===== src/rtl/cpu_defs_pkg.sv =====
// Shared constants for the P5 MIPS core front end.
// Word alignment helper clears the byte-offset bits of a byte address.
package cpu_defs;

    localparam logic [31:0] RESET_PC_DEFAULT = 32'h0000_3000;
    localparam logic [31:0] INSTR_NOP        = 32'h0000_0000;
    localparam logic [31:0] WORD_BYTES       = 32'd4;

    function automatic logic [31:0] word_align(input logic [31:0] addr);
        return addr & ~32'd3;
    endfunction

endpackage


===== src/rtl/pc_reg.sv =====
// Program counter flop: synchronous reset, stall hold, redirect load,
// otherwise sequential advance by one word.
module pc_reg
    import cpu_defs::*;
#(
    parameter logic [31:0] RESET_PC = RESET_PC_DEFAULT
) (
    input  logic        clk,
    input  logic        reset,
    input  logic        stall,
    input  logic        redirect,
    input  logic [31:0] npc,
    input  logic [31:0] pc4,
    output logic [31:0] pc
);

    logic [31:0] pc_r;
    logic [31:0] pc_next_s;

    // Next-PC select; stall outranks redirect so a frozen pipe never jumps.
    always_comb begin
        pc_next_s = pc_r;
        if (stall) begin
            pc_next_s = pc_r;
        end else if (redirect) begin
            pc_next_s = word_align(npc);
        end else begin
            pc_next_s = pc4;
        end
    end

    // PC state register.
    always_ff @(posedge clk) begin
        if (reset) begin
            pc_r <= RESET_PC;
        end else begin
            pc_r <= pc_next_s;
        end
    end

    assign pc = pc_r;

endmodule


===== src/rtl/if_stage.sv =====
// Instruction-fetch stage: PC, instruction-memory address, IF/ID register
// and fetch counter. Redirects keep the delay-slot word already in IF.
module if_stage
    import cpu_defs::*;
#(
    parameter logic [31:0] RESET_PC = RESET_PC_DEFAULT,
    parameter int          IM_AW    = 10
) (
    input  logic             clk,
    input  logic             reset,
    input  logic             stall,
    input  logic             redirect,
    input  logic [31:0]      npc,
    output logic [IM_AW-1:0] imem_addr,
    input  logic [31:0]      imem_rdata,
    output logic [31:0]      pc,
    output logic [31:0]      id_instr,
    output logic [31:0]      id_pc,
    output logic [31:0]      id_pc4,
    output logic             id_valid,
    output logic             id_oob,
    output logic [31:0]      fetch_cnt
);

    // 33 bits so the capacity in bytes cannot overflow for wide IM_AW.
    localparam logic [32:0] IM_BYTES = {1'b0, WORD_BYTES} << IM_AW;

    logic [31:0] pc_s;
    logic [31:0] pc4_s;
    logic [31:0] offset_s;
    logic        oob_s;
    logic [31:0] fetch_word_s;

    logic [31:0] id_instr_r;
    logic [31:0] id_pc_r;
    logic [31:0] id_pc4_r;
    logic        id_valid_r;
    logic        id_oob_r;
    logic [31:0] fetch_cnt_r;

    pc_reg #(
        .RESET_PC(RESET_PC)
    ) u_pc_reg (
        .clk     (clk),
        .reset   (reset),
        .stall   (stall),
        .redirect(redirect),
        .npc     (npc),
        .pc4     (pc4_s),
        .pc      (pc_s)
    );

    assign pc4_s     = pc_s + WORD_BYTES;
    assign offset_s  = pc_s - RESET_PC;
    assign imem_addr = offset_s[IM_AW+1:2];

    // Out-of-range fetches (including below the base, which wraps high) become NOPs.
    always_comb begin
        oob_s        = 1'b0;
        fetch_word_s = INSTR_NOP;
        if ({1'b0, offset_s} < IM_BYTES) begin
            oob_s        = 1'b0;
            fetch_word_s = imem_rdata;
        end else begin
            oob_s        = 1'b1;
            fetch_word_s = INSTR_NOP;
        end
    end

    // IF/ID pipeline register and committed-fetch counter.
    always_ff @(posedge clk) begin
        if (reset) begin
            id_instr_r  <= INSTR_NOP;
            id_pc_r     <= 32'h0000_0000;
            id_pc4_r    <= 32'h0000_0000;
            id_valid_r  <= 1'b0;
            id_oob_r    <= 1'b0;
            fetch_cnt_r <= 32'd0;
        end else if (!stall) begin
            id_instr_r  <= fetch_word_s;
            id_pc_r     <= pc_s;
            id_pc4_r    <= pc4_s;
            id_valid_r  <= 1'b1;
            id_oob_r    <= oob_s;
            fetch_cnt_r <= fetch_cnt_r + 32'd1;
        end else begin
            id_instr_r  <= id_instr_r;
            id_pc_r     <= id_pc_r;
            id_pc4_r    <= id_pc4_r;
            id_valid_r  <= id_valid_r;
            id_oob_r    <= id_oob_r;
            fetch_cnt_r <= fetch_cnt_r;
        end
    end

    assign pc        = pc_s;
    assign id_instr  = id_instr_r;
    assign id_pc     = id_pc_r;
    assign id_pc4    = id_pc4_r;
    assign id_valid  = id_valid_r;
    assign id_oob    = id_oob_r;
    assign fetch_cnt = fetch_cnt_r;

endmodule


===== config.mk =====
export PLATFORM = sky130hd
export DESIGN_NAME = if_stage
export DESIGN_NICKNAME = d
export VERILOG_FILES = /design/src/rtl/cpu_defs_pkg.sv /design/src/rtl/pc_reg.sv /design/src/rtl/if_stage.sv
export SDC_FILE = /design/constraint.sdc
export NUM_CORES = 1
export LEC_CHECK = 0
export BUFFER_PORTS_ARGS = -buffer_cell sky130_fd_sc_hd__buf_4
export CAP_MARGIN = 20
export CORE_MARGIN = 5
export CORE_UTILIZATION = 50
export DETAILED_ROUTE_END_ITERATION = 10
export PLACE_DENSITY = 0.77
export SLEW_MARGIN = 20
export SYNTH_ARGS = -nofsm -noshare
export SYNTH_HDL_FRONTEND = slang
export SYNTH_HIERARCHICAL = 1
export SYNTH_SLANG_ARGS = --single-unit

===== constraint.sdc =====
create_clock -name clk -period 2.8 [get_ports clk]
set_clock_uncertainty 0.15 [all_clocks]
set_input_delay 0.28 -clock clk [delete_from_list [all_inputs] [get_ports clk]]
set_output_delay 0.28 -clock clk [all_outputs]
set_load 0.05 [all_outputs]

# Word level (Yosys, flattened, before mapping)
# Cells that the tools add are included.
# word_totals
regBits,162
input_bits,68
out_inout_bits,172
word_cells,14
# classes
add_sub_neg,3
magnitude_cmp,1
n_mux,3
# op_table
cell,n
$mux W32,2
$add A32 B1 Y32 const B,1
$add A32 B3 Y32 const B,1
$lt A32 B13 Y1 const B,1
$sub A32 B14 Y32 const B,1
$mux W1,1

# Depth between registers and ports, before layout
# depth
depth_word,3
ltp_mapped,8
depth_no_buf,7

# Cells and area by module
# The synthesis kept the hierarchy.
# by_module_without_submodules
mod,instances,cells_per_inst,area_each_um2
if_stage,1,568,5440.2
pc_reg,1,144,1519.0

# Least setup slack after synthesis
# OpenSTA, ideal clock, no wires.
# synth_path
path_kind,reg-to-reg
startpoint,reg fetch_cnt_r[11] (netlist: fetch_cnt[11])
endpoint,reg fetch_cnt_r[31] (netlist: fetch_cnt[31])
arrival_ns,2.155
slack_ns,0.374
path_stages_with_launch,6
path_buffers,0
synth_period_minus_slack_ns,2.426
cell_sequence,dfxtp_1 > and4_2 > nand4_4 > or3_1 > nor4_2 > mux2_2
# synth_via
elab_chain_len,1
# synth_lines
item,line_no,source
from (decl),if_stage.sv:39,logic [31:0] fetch_cnt_r;
from (signal assigned),if_stage.sv:85,fetch_cnt_r <= fetch_cnt_r + 32'd1;
from (signal assigned),if_stage.sv:92,fetch_cnt_r <= fetch_cnt_r;
$add A32 B1 Y32,if_stage.sv:85,
# Every way passes these cells.
# A chain may end at the register's enable or synchronous reset.

# Worst setup path after layout
# layout_path
startpoint,reg u_pc_reg.pc_r[5] (netlist: u_pc_reg/pc[5])
endpoint,reg u_pc_reg.pc_r[24] (netlist: u_pc_reg/pc[24])
# layout_via
elab_chain_len,2
# layout_lines
item,line_no,source
from (decl),pc_reg.sv:17,logic [31:0] pc_r;
from (signal assigned),pc_reg.sv:37,pc_r <= pc_next_s;
$add A32 B3 Y32,if_stage.sv:53,assign pc4_s = pc_s + WORD_BYTES;
net pc4_s[24],if_stage.sv:29,logic [31:0] pc4_s;
$mux W32,pc_reg.sv:25,end else if (redirect) begin
# The timed path passes the listed nets, and every way through them passes these cells.

==> impl_metrics.tcl <==
set metrics [dict create \
    antenna_found_initial 0 \
    area_growth_pct 40.5 \
    start_util 0.505 \
    yosysSeqAreaShare 0.460 \
    worstPathMaxFanout 9 \
    die_h_um 128 \
    cts_buffers 17 \
    hpwlAfterDp_mm 13.2 \
    yosys.area.top_type_share 0.460 \
    slew_headroom 0.457 \
    drt-pass1-iter-count 4 \
    grt_usage 0.249 \
    cts_tree "yes" \
    rsz0062_at_grt "false" \
    pin_count 240 \
    synth-main-ff-cell "dfxtp_1" \
    critical-path-slowest-cell "dfxtp_1" \
    drive_above_1_share 0.304 \
    grt_max_degree 92 \
    fin_cells 1151 \
    hold_viol 0 \
    yosysTopAreaCell "dfxtp_1" \
    post_drt_wl_per_cell_um 17.5 \
    clk_pin_slew_ps 60 \
    vias_per_cell 5.33 \
    syn_nets 782 \
    synth_edf_count 0 \
    ys_warn_count 6 \
    netlist_instances 712 \
    start_kind "register" \
    peakVddDrop_mv 0.530 \
    cpPeakStageDelay_ps 550 \
    grt.overflow.total 0 \
    ant_nets 0 \
    fp.dieW_um 128 \
    slew_viol_final 0 \
    synthTopCellsByCount "160 x dfxtp_1, 80 x nor2_1, 68 x mux2i_1, 35 x nand2_1" \
    p_leak_nw 4.35 \
    endpoint_kind "register" \
    dieArea_um2 16400 \
    fmax_mhz 404 \
    outcome "completed" \
    grt_pass1_vias 6251 \
    dp.cells 1085 \
    gp_congestion 0.809 \
    drc 0 \
    setup_viol_count_final 0 \
    insertion_delay_ps 420 \
    arrival_ps 2650 \
    ys_async_sr_fraction 0 \
    synth.area.top_cells "dfxtp_1 46%, mux2i_1 9.8%, nor2_1 4.3%" \
    yosysMostFrequentCell "dfxtp_1" \
    via_count 6135 \
    syn_avg_cell_area_um2 9.77 \
    tightest_slew_ps 813 \
    hold_slack_ps 21.2 \
    setup_tns_ps 0 \
    clock_path_buffers 2 \
    power_density_nw_per_um2 622 \
    cts_root_buf "clkbuf_16" \
    ys_seq_elements 160 \
    path_cells "nand4_4, nor4_4, nand4_1, xnor2_1, mux2i_1, a211oi_1" \
    drt_iter0_markers 414 \
    fin_ws_ps 327 \
    min_path_type "in2reg" \
    synth_cell_types 46 \
    min_period_ps 2470 \
    io_buffers 237 \
    post-route-period-util 0.883 \
    pre_cts_slack_ps 465 \
    grt_pass1_wl_mm 32.8 \
    worstSetupPathType "reg2reg" \
    worst_ep_required_time_ps 2980 \
    postCtsSetupRepairBufs 0 \
    cts_htree_levels 4 \
    rows 43 \
    max-cap-violations 0 \
    cts.sink_count 160 \
    core_area_um2 13800 \
    netlist_area_um2 6960 \
    wirelength_mm 20.2 \
    nNetsFinal 1027 \
]
## final cells by class
cell class              count  area, um^2
diodes                      1        2.50
clock buffers              17         425
clock inverters            15         258
fillers                  1069        4000
inverters                   9        33.8
multi-input cells         486        3400
flip-flops and latches    160        3200
well taps                 180         225
repair buffers            283        2230
## timing repair
item / CTS / global route
setup endpoints to repair: 0 / 0
resized for setup: 0 / 0
hold endpoints to repair: 33 / 0
hold buffers: 33 / 0
## metrics by stage
step | utilization | cell area, um^2 | power, mW
after CTS | 0.710 | 9770 | 6.12
after global placement | 0.636 | 8760 | 3.40
after detailed placement | 0.636 | 8760 | 3.41
after global routing | 0.710 | 9770 | 6.29
final | 0.710 | 9780 | 6.08
after floorplan | - | 6960 | 3.11
## layout by cell type (no fill, tap or decap), types with 19 or more instances in the layout
cell	instances
a22o_1	32
xnor2_1	29
nand2_1	35
nor2_1	79
o21a_1	30
dfxtp_1	160
buf_4	248
dlygate4sd3_1	33
nand4_1	19
xor2_1	23
nor2b_1	32
a211oi_1	26
mux2i_1	68
nand3_1	22
## path summary, 6_finish.rpt
kind,endpoint,slack (ps),cells past startpoint,start
setup reg to reg,u_pc_reg/pc[24],330,6,u_pc_reg/pc[5]
hold reg to reg,id_valid,310,1,id_valid
setup / recovery,u_pc_reg/pc[24],330,6,u_pc_reg/pc[5]
hold / removal,u_pc_reg/pc[12],20,3,npc[12]
## where the power goes
group          total, mW  internal [mW]  switching [mW]
Combinational      0.953          0.351           0.603
Clock               2.67           1.69           0.984
Sequential          2.45           2.36          0.0909
Total               6.08           4.40            1.68
## critical path: cells and delay by family (launching register included)
kind / cells / cell delay (ps)
multiplexers: 1 / 150
AO/OA/AOI/OAI: 1 / 290
AND/OR/NAND/NOR: 3 / 980
XOR/XNOR: 1 / 270
flip-flops: 1 / 550
## per-layer routing
| layer | vias up | track usage | wire (um) |
|---|---|---|---|
| met5 | - | 0 | 0 |
| met4 | 0 | 0.0699 | 272 |
| li1 | 2986 | - | - |
| met1 | 2933 | 0.308 | 8640 |
| met2 | 192 | 0.427 | 9890 |
| met3 | 24 | 0.0671 | 1360 |
## cells by family (layout without fill, tap and decap cells)
kind of cell,after synthesis,in the layout,share of synthesized area
XOR/XNOR,52,52,0.0654
multiplexers,69,69,0.0994
adder cells (fa/ha/maj),2,2,0.00360
buffers and inverters,66,324,0.0532
AO/OA/AOI/OAI,114,114,0.124
flip-flops,160,160,0.460
AND/OR/NAND/NOR,249,249,0.194
other,0,1,0
(Power assumes the default switching activity.)
